### config.mk
export PLATFORM = sky130hd
export DESIGN_NAME = grad_denorm
export DESIGN_NICKNAME = d
export VERILOG_FILES = /design/src/rtl/grad_norm_pkg.sv /design/src/rtl/grad_denorm_mul.sv /design/src/rtl/grad_denorm.sv
export SDC_FILE = /design/constraint.sdc
export NUM_CORES = 1
export LEC_CHECK = 0
export ABC_CLOCK_PERIOD_IN_PS = 6600
export BUFFER_PORTS_ARGS = -buffer_cell sky130_fd_sc_hd__clkbuf_2
export CAP_MARGIN = 20
export CORE_MARGIN = 2
export CORE_UTILIZATION = 44
export CTS_BUF_LIST = sky130_fd_sc_hd__clkbuf_8
export DETAILED_ROUTE_END_ITERATION = 8
export PLACE_DENSITY = 0.7
export SYNTH_ARGS = -nofsm -noshare
export SYNTH_HDL_FRONTEND = slang
export SYNTH_HIERARCHICAL = 1
export SYNTH_SLANG_ARGS = --single-unit
### constraint.sdc
create_clock -name clk -period 6.6 [get_ports clk]
set_clock_uncertainty 0.05 [all_clocks]
set_input_delay 0.66 -clock clk [delete_from_list [all_inputs] [get_ports clk]]
set_output_delay 0.66 -clock clk [all_outputs]
set_load 0.03 [all_outputs]
### src/rtl/grad_norm_pkg.sv
// grad_norm_pkg
//   Shared constants for the gradient de-normaliser: the 5-segment
//   piecewise-linear table (TOP, lower bound, BASE, MUL per segment),
//   the Q1.10 unity value and the segment-index encoding.
//   Segment k covers SEG_LO[k] <= n <= SEG_TOP[k] (S0 uses 1024 inclusive),
//   g = SEG_BASE[k] + ((SEG_TOP[k] - n) * SEG_MUL[k]) >> FRAC_SHIFT.
package grad_norm_pkg;

  localparam int SEG_NUM = 5;
  localparam int DELTA_W = 9;   // TOP - n never exceeds 256
  localparam int MUL_W   = 6;   // largest multiplier is 32
  localparam int PROD_W  = 14;  // 256 * 32 = 8192

  localparam logic [10:0] NORM_ONE = 11'd1024;

  typedef logic [2:0] seg_t;

  // Input above 1.0 is clamped to 1.0 and flagged with this index.
  localparam seg_t SEG_CLAMP = 3'd5;

  localparam logic [10:0] SEG_TOP  [SEG_NUM] = '{11'd1024, 11'd896, 11'd768, 11'd512, 11'd256};
  localparam logic [10:0] SEG_LO   [SEG_NUM] = '{11'd896, 11'd768, 11'd512, 11'd256, 11'd0};
  localparam logic [10:0] SEG_BASE [SEG_NUM] = '{11'd0, 11'd32, 11'd96, 11'd352, 11'd864};
  localparam logic [MUL_W-1:0] SEG_MUL [SEG_NUM] = '{6'd4, 6'd8, 6'd16, 6'd32, 6'd12};

  // Multiplier for a segment; the clamp segment always has delta 0, so 0 is safe.
  function automatic logic [MUL_W-1:0] seg_mul(input seg_t s);
    case (s)
      3'd0:    return SEG_MUL[0];
      3'd1:    return SEG_MUL[1];
      3'd2:    return SEG_MUL[2];
      3'd3:    return SEG_MUL[3];
      3'd4:    return SEG_MUL[4];
      default: return '0;
    endcase
  endfunction

  // Base offset for a segment; clamped input reconstructs to 0.
  function automatic logic [10:0] seg_base(input seg_t s);
    case (s)
      3'd0:    return SEG_BASE[0];
      3'd1:    return SEG_BASE[1];
      3'd2:    return SEG_BASE[2];
      3'd3:    return SEG_BASE[3];
      3'd4:    return SEG_BASE[4];
      default: return '0;
    endcase
  endfunction

endpackage

### src/rtl/grad_denorm_mul.sv
// grad_denorm_mul
//   Combinational constant multiplier: product = delta * MUL(seg), built
//   from shifted partial products selected by the bits of the segment
//   multiplier (no hard multipliers are inferred).
//   Ports:
//     delta   in  9   TOP - n from stage 1
//     seg     in  3   segment index (5 = clamp, multiplier 0)
//     product out 14  delta * MUL
module grad_denorm_mul
  import grad_norm_pkg::*;
(
  input  logic [DELTA_W-1:0] delta,
  input  seg_t               seg,
  output logic [PROD_W-1:0]  product
);

  logic [MUL_W-1:0]  mul;
  logic [PROD_W-1:0] partial [MUL_W];

  assign mul = seg_mul(seg);

  // One shifted copy of delta per set multiplier bit, e.g. 12 = (d<<3)+(d<<2).
  genvar gi;
  generate
    for (gi = 0; gi < MUL_W; gi++) begin : g_pp
      assign partial[gi] = mul[gi] ? ({{(PROD_W-DELTA_W){1'b0}}, delta} << gi) : '0;
    end
  endgenerate

  always_comb begin
    product = '0;
    for (int i = 0; i < MUL_W; i++) begin
      product = product + partial[i];
    end
  end

endmodule

### src/rtl/grad_denorm.sv
// grad_denorm
//   Reconstructs a 12-bit gradient magnitude from an 11-bit Q1.10 normalised
//   weight through a 5-segment piecewise-linear map. Three register stages
//   (decode -> multiply -> add/saturate) with valid/ready backpressure; the
//   whole pipeline freezes while the output is held.
//   Optional build macro: GRAD_DENORM_ROUND_EN -- round-half-up before the
//   final right shift instead of truncating.
//   Ports:
//     clk       in   clock
//     rst       in   asynchronous active-high reset
//     in_valid  in   norm_in valid
//     in_ready  out  input accepted this cycle (low only while stalled)
//     norm_in   in   NORM_W normalised weight, unsigned
//     out_valid out  grad_out/seg_out valid
//     out_ready in   downstream accepts this cycle
//     grad_out  out  GRAD_W reconstructed gradient
//     seg_out   out  segment used (0..4), 5 = clamped input
module grad_denorm
  import grad_norm_pkg::*;
#(
  parameter int NORM_W     = 11,
  parameter int GRAD_W     = 12,
  parameter int FRAC_SHIFT = 4
) (
  input  logic              clk,
  input  logic              rst,
  input  logic              in_valid,
  output logic              in_ready,
  input  logic [NORM_W-1:0] norm_in,
  output logic              out_valid,
  input  logic              out_ready,
  output logic [GRAD_W-1:0] grad_out,
  output logic [2:0]        seg_out
);

  localparam int SUM_W = PROD_W + 1;

`ifdef GRAD_DENORM_ROUND_EN
  localparam logic [SUM_W-1:0] ROUND_ADD = SUM_W'(2 ** (FRAC_SHIFT - 1));
`else
  localparam logic [SUM_W-1:0] ROUND_ADD = '0;
`endif

  logic                s1_valid_reg, s2_valid_reg, s3_valid_reg;
  seg_t                s1_seg_reg, s2_seg_reg, s3_seg_reg;
  logic [DELTA_W-1:0]  s1_delta_reg;
  logic [PROD_W-1:0]   s2_prod_reg;
  logic [GRAD_W-1:0]   s3_grad_reg;

  seg_t                seg_next;
  logic [DELTA_W-1:0]  delta_next;
  logic [PROD_W-1:0]   prod_next;
  logic [SUM_W-1:0]    prod_adj;
  logic [SUM_W-1:0]    sum_full;
  logic [GRAD_W-1:0]   grad_next;
  logic                stall;

  // Every stage holds while the output is presented but not taken.
  assign stall    = s3_valid_reg & ~out_ready;
  assign in_ready = ~stall;

  // Stage 1 decode. Default is S4; scanning S3 down to S0 lets the highest
  // matching segment win, which is the top-down first-match rule. The delta
  // fits in 9 bits, so the subtraction is done modulo 512.
  always_comb begin
    seg_next   = seg_t'(SEG_NUM - 1);
    delta_next = SEG_TOP[SEG_NUM-1][DELTA_W-1:0] - norm_in[DELTA_W-1:0];
    for (int i = SEG_NUM - 2; i >= 0; i--) begin
      if (norm_in >= SEG_LO[i]) begin
        seg_next   = seg_t'(i);
        delta_next = SEG_TOP[i][DELTA_W-1:0] - norm_in[DELTA_W-1:0];
      end
    end
    if (norm_in > NORM_ONE) begin
      seg_next   = SEG_CLAMP;
      delta_next = '0;
    end
  end

  // Stage 2 multiply.
  grad_denorm_mul u_mul (
    .delta   (s1_delta_reg),
    .seg     (s1_seg_reg),
    .product (prod_next)
  );

  // Stage 3 add base, optional rounding, saturate to the output width.
  always_comb begin
    prod_adj  = {1'b0, s2_prod_reg} + ROUND_ADD;
    sum_full  = {{(SUM_W-11){1'b0}}, seg_base(s2_seg_reg)} + (prod_adj >> FRAC_SHIFT);
    grad_next = (|sum_full[SUM_W-1:GRAD_W]) ? '1 : sum_full[GRAD_W-1:0];
  end

  always_ff @(posedge clk or posedge rst) begin
    if (rst) begin
      s1_valid_reg <= 1'b0;
      s2_valid_reg <= 1'b0;
      s3_valid_reg <= 1'b0;
      s1_seg_reg   <= '0;
      s2_seg_reg   <= '0;
      s3_seg_reg   <= '0;
      s1_delta_reg <= '0;
      s2_prod_reg  <= '0;
      s3_grad_reg  <= '0;
    end else if (!stall) begin
      // in_ready is high here, so in_valid alone marks an input transfer.
      s1_valid_reg <= in_valid;
      s2_valid_reg <= s1_valid_reg;
      s3_valid_reg <= s2_valid_reg;
      s1_seg_reg   <= seg_next;
      s1_delta_reg <= delta_next;
      s2_seg_reg   <= s1_seg_reg;
      s2_prod_reg  <= prod_next;
      s3_seg_reg   <= s2_seg_reg;
      s3_grad_reg  <= grad_next;
    end
  end

  assign out_valid = s3_valid_reg;
  assign grad_out  = s3_grad_reg;
  assign seg_out   = s3_seg_reg;

endmodule

==> results.txt, run 1 <==
----------------------------------------------------
[Status]
  Status ... finished clean

[STA]
  Headroom to the max-slew limit ... between 40% and 50%
  Final hold vios ... 0
  Upper clock frequency limit ... 254 MHz
  Max-slew violation total from the final report ... 0
  Part of the cycle the worst path needs ... between 50 and 60%
  Number of failing setup endpoints in the final timing report ... 0
  Final WS setup ... 2660 ps
  Final critical delay including setup and external delays ... 3940 ps
  Sum of negative setup slack ... 0 ps
  Worst-Margin Slew ... 882 ps
  Setup repair after global routing missed its margin ... false

[Routing]
  Drt via density ... 5.09
  Routed wire length ... 5.29 mm
  Routed len/inst ... 12.5 microns
  Count of routing violations after the opening detailed-route iteration ... 58
  Via Count ... 2160
  First-pass DRT Iterations ... 4
  Post-route antenna net violation count ... 0
  DRC ... 0

[Clocking]
  Buffer type at the clock tree root ... clkbuf_8
  Post CTS Setup Buffer Count ... 0
  Clock sink total ... 42
  TritonCTS clock tree ... built
  Number of H-tree branching levels ... 2
  Number of buffers created by CTS ... 5
  Hold buffer count at cts ... 0
  CTS clk-pin slew, worst paths ... roughly 80 ps
  Post-CTS resize count ... 0
  Latest clock arrival within the worst-skew pair ... 290 ps
  Maximum root-to-sink buffer count ... 2

[Finish]
  Area growth from synthesis to layout ... 10.9%
  Net total in the final layout ... 395
  Layout cell share with drive strength beyond 1 ... 17.3%
  Number of inserted diodes ... 0
  Sequential cell area in the final layout ... 1050 sq um
  Fill cells ... 616
  Multi-input combinational cell area ... 1740 sq um
  Non-filler cells, final ... 424
  Final Instance Area ... about 3200 sq um
  Max reg flops ... 11

[Synth]
  Syn_nets ... ~370
  Cell area after synthesis ... about 2900 sq um
  Warning count from the yosys run ... 6
  Average size of a mapped cell ... 9.18 sq um
  Post-Synthesis Cells ... 317

[GRT]
  Number of global-route vias before repair ... between 2000 and 2500
  GRT Residual Overflow ... 0
  Global-route wire length before repair ... ~9.5 mm
  Initial antenna violation count ... 0
  GRT Resource Usage Total ... 15.9%
  Pin count of the biggest net entering global routing ... 48

[Power and ir drop]
  Leakage dissipation ... 1.76 nW
  PwrDens ... between 300 and 400 nW/um^2
  VDD IR max ... 0.217 mV

[Critical path]
  Endpoint required time on the critical path ... roughly 6800 ps
  Endpoint of the worst-slack reg-to-reg timing path ... s2_prod_reg[11]
  Critical path peak fanout ... 9
  Number of cells on the worst reg-to-reg path ... 11
  Register-to-register setup slack ... 2660 ps
  Worst setup path startpoint ... s1_seg_reg[0]
  Critical Path Source Type ... register
  Class of the most critical setup path ... register to register
  Type of element capturing the critical path ... register
  Reg-to-reg startpoint ... s1_seg_reg[0]
  Signal arrival time at the worst endpoint ... about 4100 ps

[Placement]
  Worst slack after detailed placement ... 2680 ps
  Placed instance area ... 3120 sq um
  Instance count after placement with tap cells included ... 416
  Detailed Place HPWL ... ~4.0 mm
  Global placer's final weighted congestion ... 0.862
  Count of input and output buffers ... 30

[Worst hold path]
  Cell count of the worst hold path ... 2
  Hold worst-path end ... grad_out[3]
  Hold Path Class ... register to register
  Start point of the worst min-delay path ... grad_out[3]

[Die]
  Chip height ... 85.3 microns
  Die outline area ... ~7300 sq um
  Number of standard-cell rows in the floorplan ... 29
  Horizontal die dimension ... ~85 microns
  Core Region ... 6390 sq um
  Initial core utilization ... 45.6%
  Number of I/O pins ... 32

[Run]
  Total of max-cap violations ... 0

----------------------------------------------------
## layout by cell type (no fill, tap or decap), drive strengths merged
cell     instances
nor3             2
nor4             1
a22o             7
a32o             1
nor2            13
or3              1
or4              1
conb             1
a31o             2
a21o             5
o2111ai          1
and4             1
nand3            1
nand2b           1
and2            23
inv             22
xnor2           14
fa              16
clkbuf          35
xor2             6
o31ai            2
a21oi            8
ha              18
bufinv           1
o22ai            1
a31oi            4
buf              2
nand2           97
dfrtp           42
nor2b            2
nor3b            3
o21a             1
o21ai            8
and3b            2
nand3b           1
o311ai           1
## worst max-delay path, stage by stage (launching register included)
cell,delay (ps)
dfrtp_1,440
nor3b_1,750
and2_2,280
fa_1,440
fa_1,490
ha_1,230
fa_1,410
a31o_2,290
a31oi_1,200
xnor2_1,140
nand2_1,60
nand2_1,90
## stage by stage
step | total power, mW | hold WS, ps | utilization [%]
floorplan | 0.712 | 380 | -
global placement | 0.810 | 394 | 48.9
detailed placement | 0.822 | 401 | 48.9
CTS | 1.02 | 423 | 50.6
global route | 1.09 | 440 | 50.6
finish | 1.01 | 415 | 50.6
## layout make-up
| type | count | area share [%] |
|---|---|---|
| inverters | 20 | 2.32 |
| clock inverters | 3 | 1.16 |
| well taps | 77 | 2.98 |
| multi-input cells | 245 | 53.7 |
| clock buffers | 5 | 2.13 |
| flip-flops and latches | 42 | 32.5 |
| repair buffers | 32 | 5.11 |
## metal layers
metal | vias to the layer above | global-route usage (%) | wire length (microns)
li1 | 1085 | - | -
met1 | 1022 | 19.4 | 2390
met2 | 47 | 28.8 | 2670
met3 | 6 | 3.02 | 177
met4 | 0 | 4.04 | 60
met5 | - | 0 | 0
## worst max path at each step
stage	endpoint	slack (ps)	depth (start not counted)
global route	s2_prod_reg[11]	2460	11
detailed placement	s2_prod_reg[11]	2680	11
global placement	s2_prod_reg[11]	2820	11
floorplan	s2_prod_reg[11]	3100	11
CTS	s2_prod_reg[11]	2640	11
finish	s2_prod_reg[11]	2660	11
## where the power goes
part / internal, mW / switching (mW)
combinational: 0.143 / 0.272
clock: 0.110 / 0.0846
sequential: 0.341 / 0.0576
Power figures use the tool's default switching activity.
==> run 2, diff against run 1 <==
ABC_CLOCK_PERIOD_IN_PS = 3300   (was 6600)
PLACE_DENSITY = 0.72   (was 0.7)
clock period = 3.3 ns   (was 6.6 ns; I/O delays follow)
==> run 2 against run 1 <==
  * The run now ends with setup timing left
  * Final cell count grew 6.6%
  * Total power is 110% higher
  * Sequential power grew 100%
  * Critical endpoint is now s2_prod_reg[12]
  * Hold slack got worse by 330 ps
  * Die area unchanged
  * Core utilization increased by 5.4 points
  * Register-to-register slack got worse by 2700 ps
  * Sequential share of layout area fell by 3.1 points
  * Final area grew 11%
  * Via count up 2.0%
  * Count of clock-buffer cells in the layout grew 1
==> results.txt, run 2 (same netlist as run 1, synthesis figures left out) <==
----------------------------------------------------
[Critical path]
  Class of the most critical setup path ... register to register
  Signal arrival time at the worst endpoint ... 3500 ps (-610 ps)
  Critical path peak fanout ... 7 (-2)
  Type of element capturing the critical path ... register
  Critical Path Source Type ... register
  Endpoint required time on the critical path ... 3490 ps (-3290 ps)

[STA]
  Final WS setup ... -8.50 ps (-2670 ps)
  Final hold vios ... 0 (unchanged)
  Number of failing setup endpoints in the final timing report ... 2 (+2)
  Final critical delay including setup and external delays ... 3310 ps (-627 ps)
  Part of the cycle the worst path needs ... 100% (+41 points)
  Max-slew violation total from the final report ... 0 (unchanged)
  Upper clock frequency limit ... 302 MHz (+19%)
  Setup repair after global routing missed its margin ... true
  Sum of negative setup slack ... -15.9 ps (-15.9 ps)

[Clocking]
  Clock sink total ... 42 (unchanged)
  CTS clk-pin slew, worst paths ... 70 ps (about the same)
  TritonCTS clock tree ... built
  Number of buffers created by CTS ... 5 (unchanged)
  Latest clock arrival within the worst-skew pair ... 300 ps (about the same)
  Number of H-tree branching levels ... 2 (unchanged)
  Buffer type at the clock tree root ... clkbuf_8
  Maximum root-to-sink buffer count ... 2 (unchanged)

[Finish]
  Area growth from synthesis to layout ... 22.8%
  Number of inserted diodes ... 0 (unchanged)
  Fill cells ... 551 (-11%)
  Leading cell type in the layout, fill and taps excluded ... nand2_1
  Max reg flops ... 11 (unchanged)
  Layout cell share with drive strength beyond 1 ... 30.9% (+14 points)
  Leading cell types in the layout, fill and taps excluded ... nand2_1 (96), dfrtp_1 (40), clkbuf_2 (30), buf_4 (27), inv_1 (17)
  Net total in the final layout ... 423 (+7.1%)

[GRT]
  Number of global-route vias before repair ... 2198 (+3.3%)
  GRT Resource Usage Total ... 16.7% (+0.75 points)
  Initial antenna violation count ... 0 (unchanged)
  GRT Residual Overflow ... 0 (unchanged)
  Pin count of the biggest net entering global routing ... 43 (-10%)
  Global-route wire length before repair ... 9.72 mm (+2.8%)

[Die]
  Horizontal die dimension ... 85.3 microns (unchanged)
  Core Region ... 6390 sq um (unchanged)
  Number of standard-cell rows in the floorplan ... 29 (unchanged)
  Number of I/O pins ... 32 (unchanged)
  Die outline area ... 7280 sq um (unchanged)
  Chip height ... 85.3 microns (unchanged)
  Initial core utilization ... 45.6% (unchanged)

[Placement]
  Detailed Place HPWL ... 4.11 mm (+3.2%)
  Count of input and output buffers ... 30 (unchanged)
  Worst slack after detailed placement ... -150 ps (-2830 ps)
  Global placer's final weighted congestion ... 0.829 (-3.8%)

[Status]
  Status ... finished, violations left
  Failing checks ... setup timing

[Routing]
  Drt via density ... 4.88 (-4.3%)
  DRC ... 0 (unchanged)
  Routed len/inst ... 12.5 microns (+0.35%)
  Routed wire length ... 5.66 mm (+7.0%)
  Post-route antenna net violation count ... 0 (unchanged)
  Via Count ... 2204 (+2.0%)
  Count of routing violations after the opening detailed-route iteration ... 53 (-8.6%)
  First-pass DRT Iterations ... 4 (unchanged)

[Power and ir drop]
  VDD IR max ... 0.482 mV (+120%)
  PwrDens ... 595 nW/um^2 (+91%)
  Leakage dissipation ... 1.91 nW (+8.7%)

[Run]
  Total of max-cap violations ... 0 (unchanged)

[Worst hold path]
  Hold Path Class ... primary input to async pin

----------------------------------------------------
-- run 2: cell count changes in the layout (fill, tap and decap cells not counted), moves of 3 or more --
cell	change
and2_1	-4
buf_6	+3
a21oi_1	-3
buf_4	+25
and2_4	+6
inv_1	-5
inv_2	+4
ha_1	-5
a21oi_2	+3
ha_4	+3
-- run 2: through the flow --
step / std cells / cell area [sq um] / hold slack [ps] / utilization [%] / power (mW)
finish: 452 / 3580 / 80.6 / 56.0 / 2.13
detailed placement: 436 / 3280 / 399 / 51.4 / 1.72
global placement: 436 / 3280 / 393 / 51.4 / 1.69
CTS: 450 / 3510 / 94.5 / 55.0 / 2.13
floorplan: 317 / 2920 / 376 / - / 1.43
global route: 452 / 3580 / 116 / 56.0 / 2.30
-- run 2: timing repair --
action	in CTS	in global routing
endpoints found under the setup margin	5	5
pin swaps	17	27
hold buffers	0	0
buffers inserted	6	3
gates resized for setup	21	15
gates cloned	0	0
-- run 2: path summary, 6_finish.rpt --
| kind | startpoint | end | depth (start not counted) | slack [ps] |
|---|---|---|---|---|
| setup / recovery | s1_seg_reg[0] | s2_prod_reg[12] | 14 | -9 |
| hold / removal | rst | grad_out[10] | 3 | 80 |
| setup reg to reg | s1_seg_reg[0] | s2_prod_reg[12] | 14 | -9 |
| hold reg to reg | grad_out[3] | grad_out[3] | 2 | 420 |
| max in group asynchronous | rst | s1_seg_reg[2] | 3 | 2750 |
| min in group clk | in_valid | s1_valid_reg | 3 | 180 |
-- run 2: worst max-delay path, cell delays in order (launching register included) --
cell and delay (ps):
dfrtp_2 460, xnor2_2 170, nor2_4 170, buf_4 140, buf_4 90, nand2_1 60, fa_1 510, inv_1 60
fa_1 490, ha_4 310, nand2_1 100, o21a_1 210, o311ai_2 270, nand2_1 90, nand2_1 70
-- run 2: per-layer routing --
| metal | track usage [%] | part of all wire [%] |
|---|---|---|
| met1 | 19.1 | 44 |
| met2 | 30.8 | 52 |
| met3 | 3.50 | 2.8 |
| met4 | 5.19 | 1.2 |
| met5 | 0 | 0 |
-- run 2: area by class of cell --
| cell class | instances | area (sq um) | share of cell area [%] |
|---|---|---|---|
| inverter | 20 | 75.1 | 2.10 |
| tap | 77 | 96.3 | 2.69 |
| clock buffer | 6 | 82.6 | 2.31 |
| clock inverter | 2 | 8.76 | 0.245 |
| timing repair buffer | 60 | 387 | 10.8 |
| multi-input combinational | 245 | 1870 | 52.4 |
| sequential | 42 | 1050 | 29.5 |
-- run 2: power breakdown --
| group | switching (mW) | internal [mW] |
|---|---|---|
| clock | 0.168 | 0.166 |
| sequential | 0.118 | 0.683 |
| combinational | 0.594 | 0.400 |
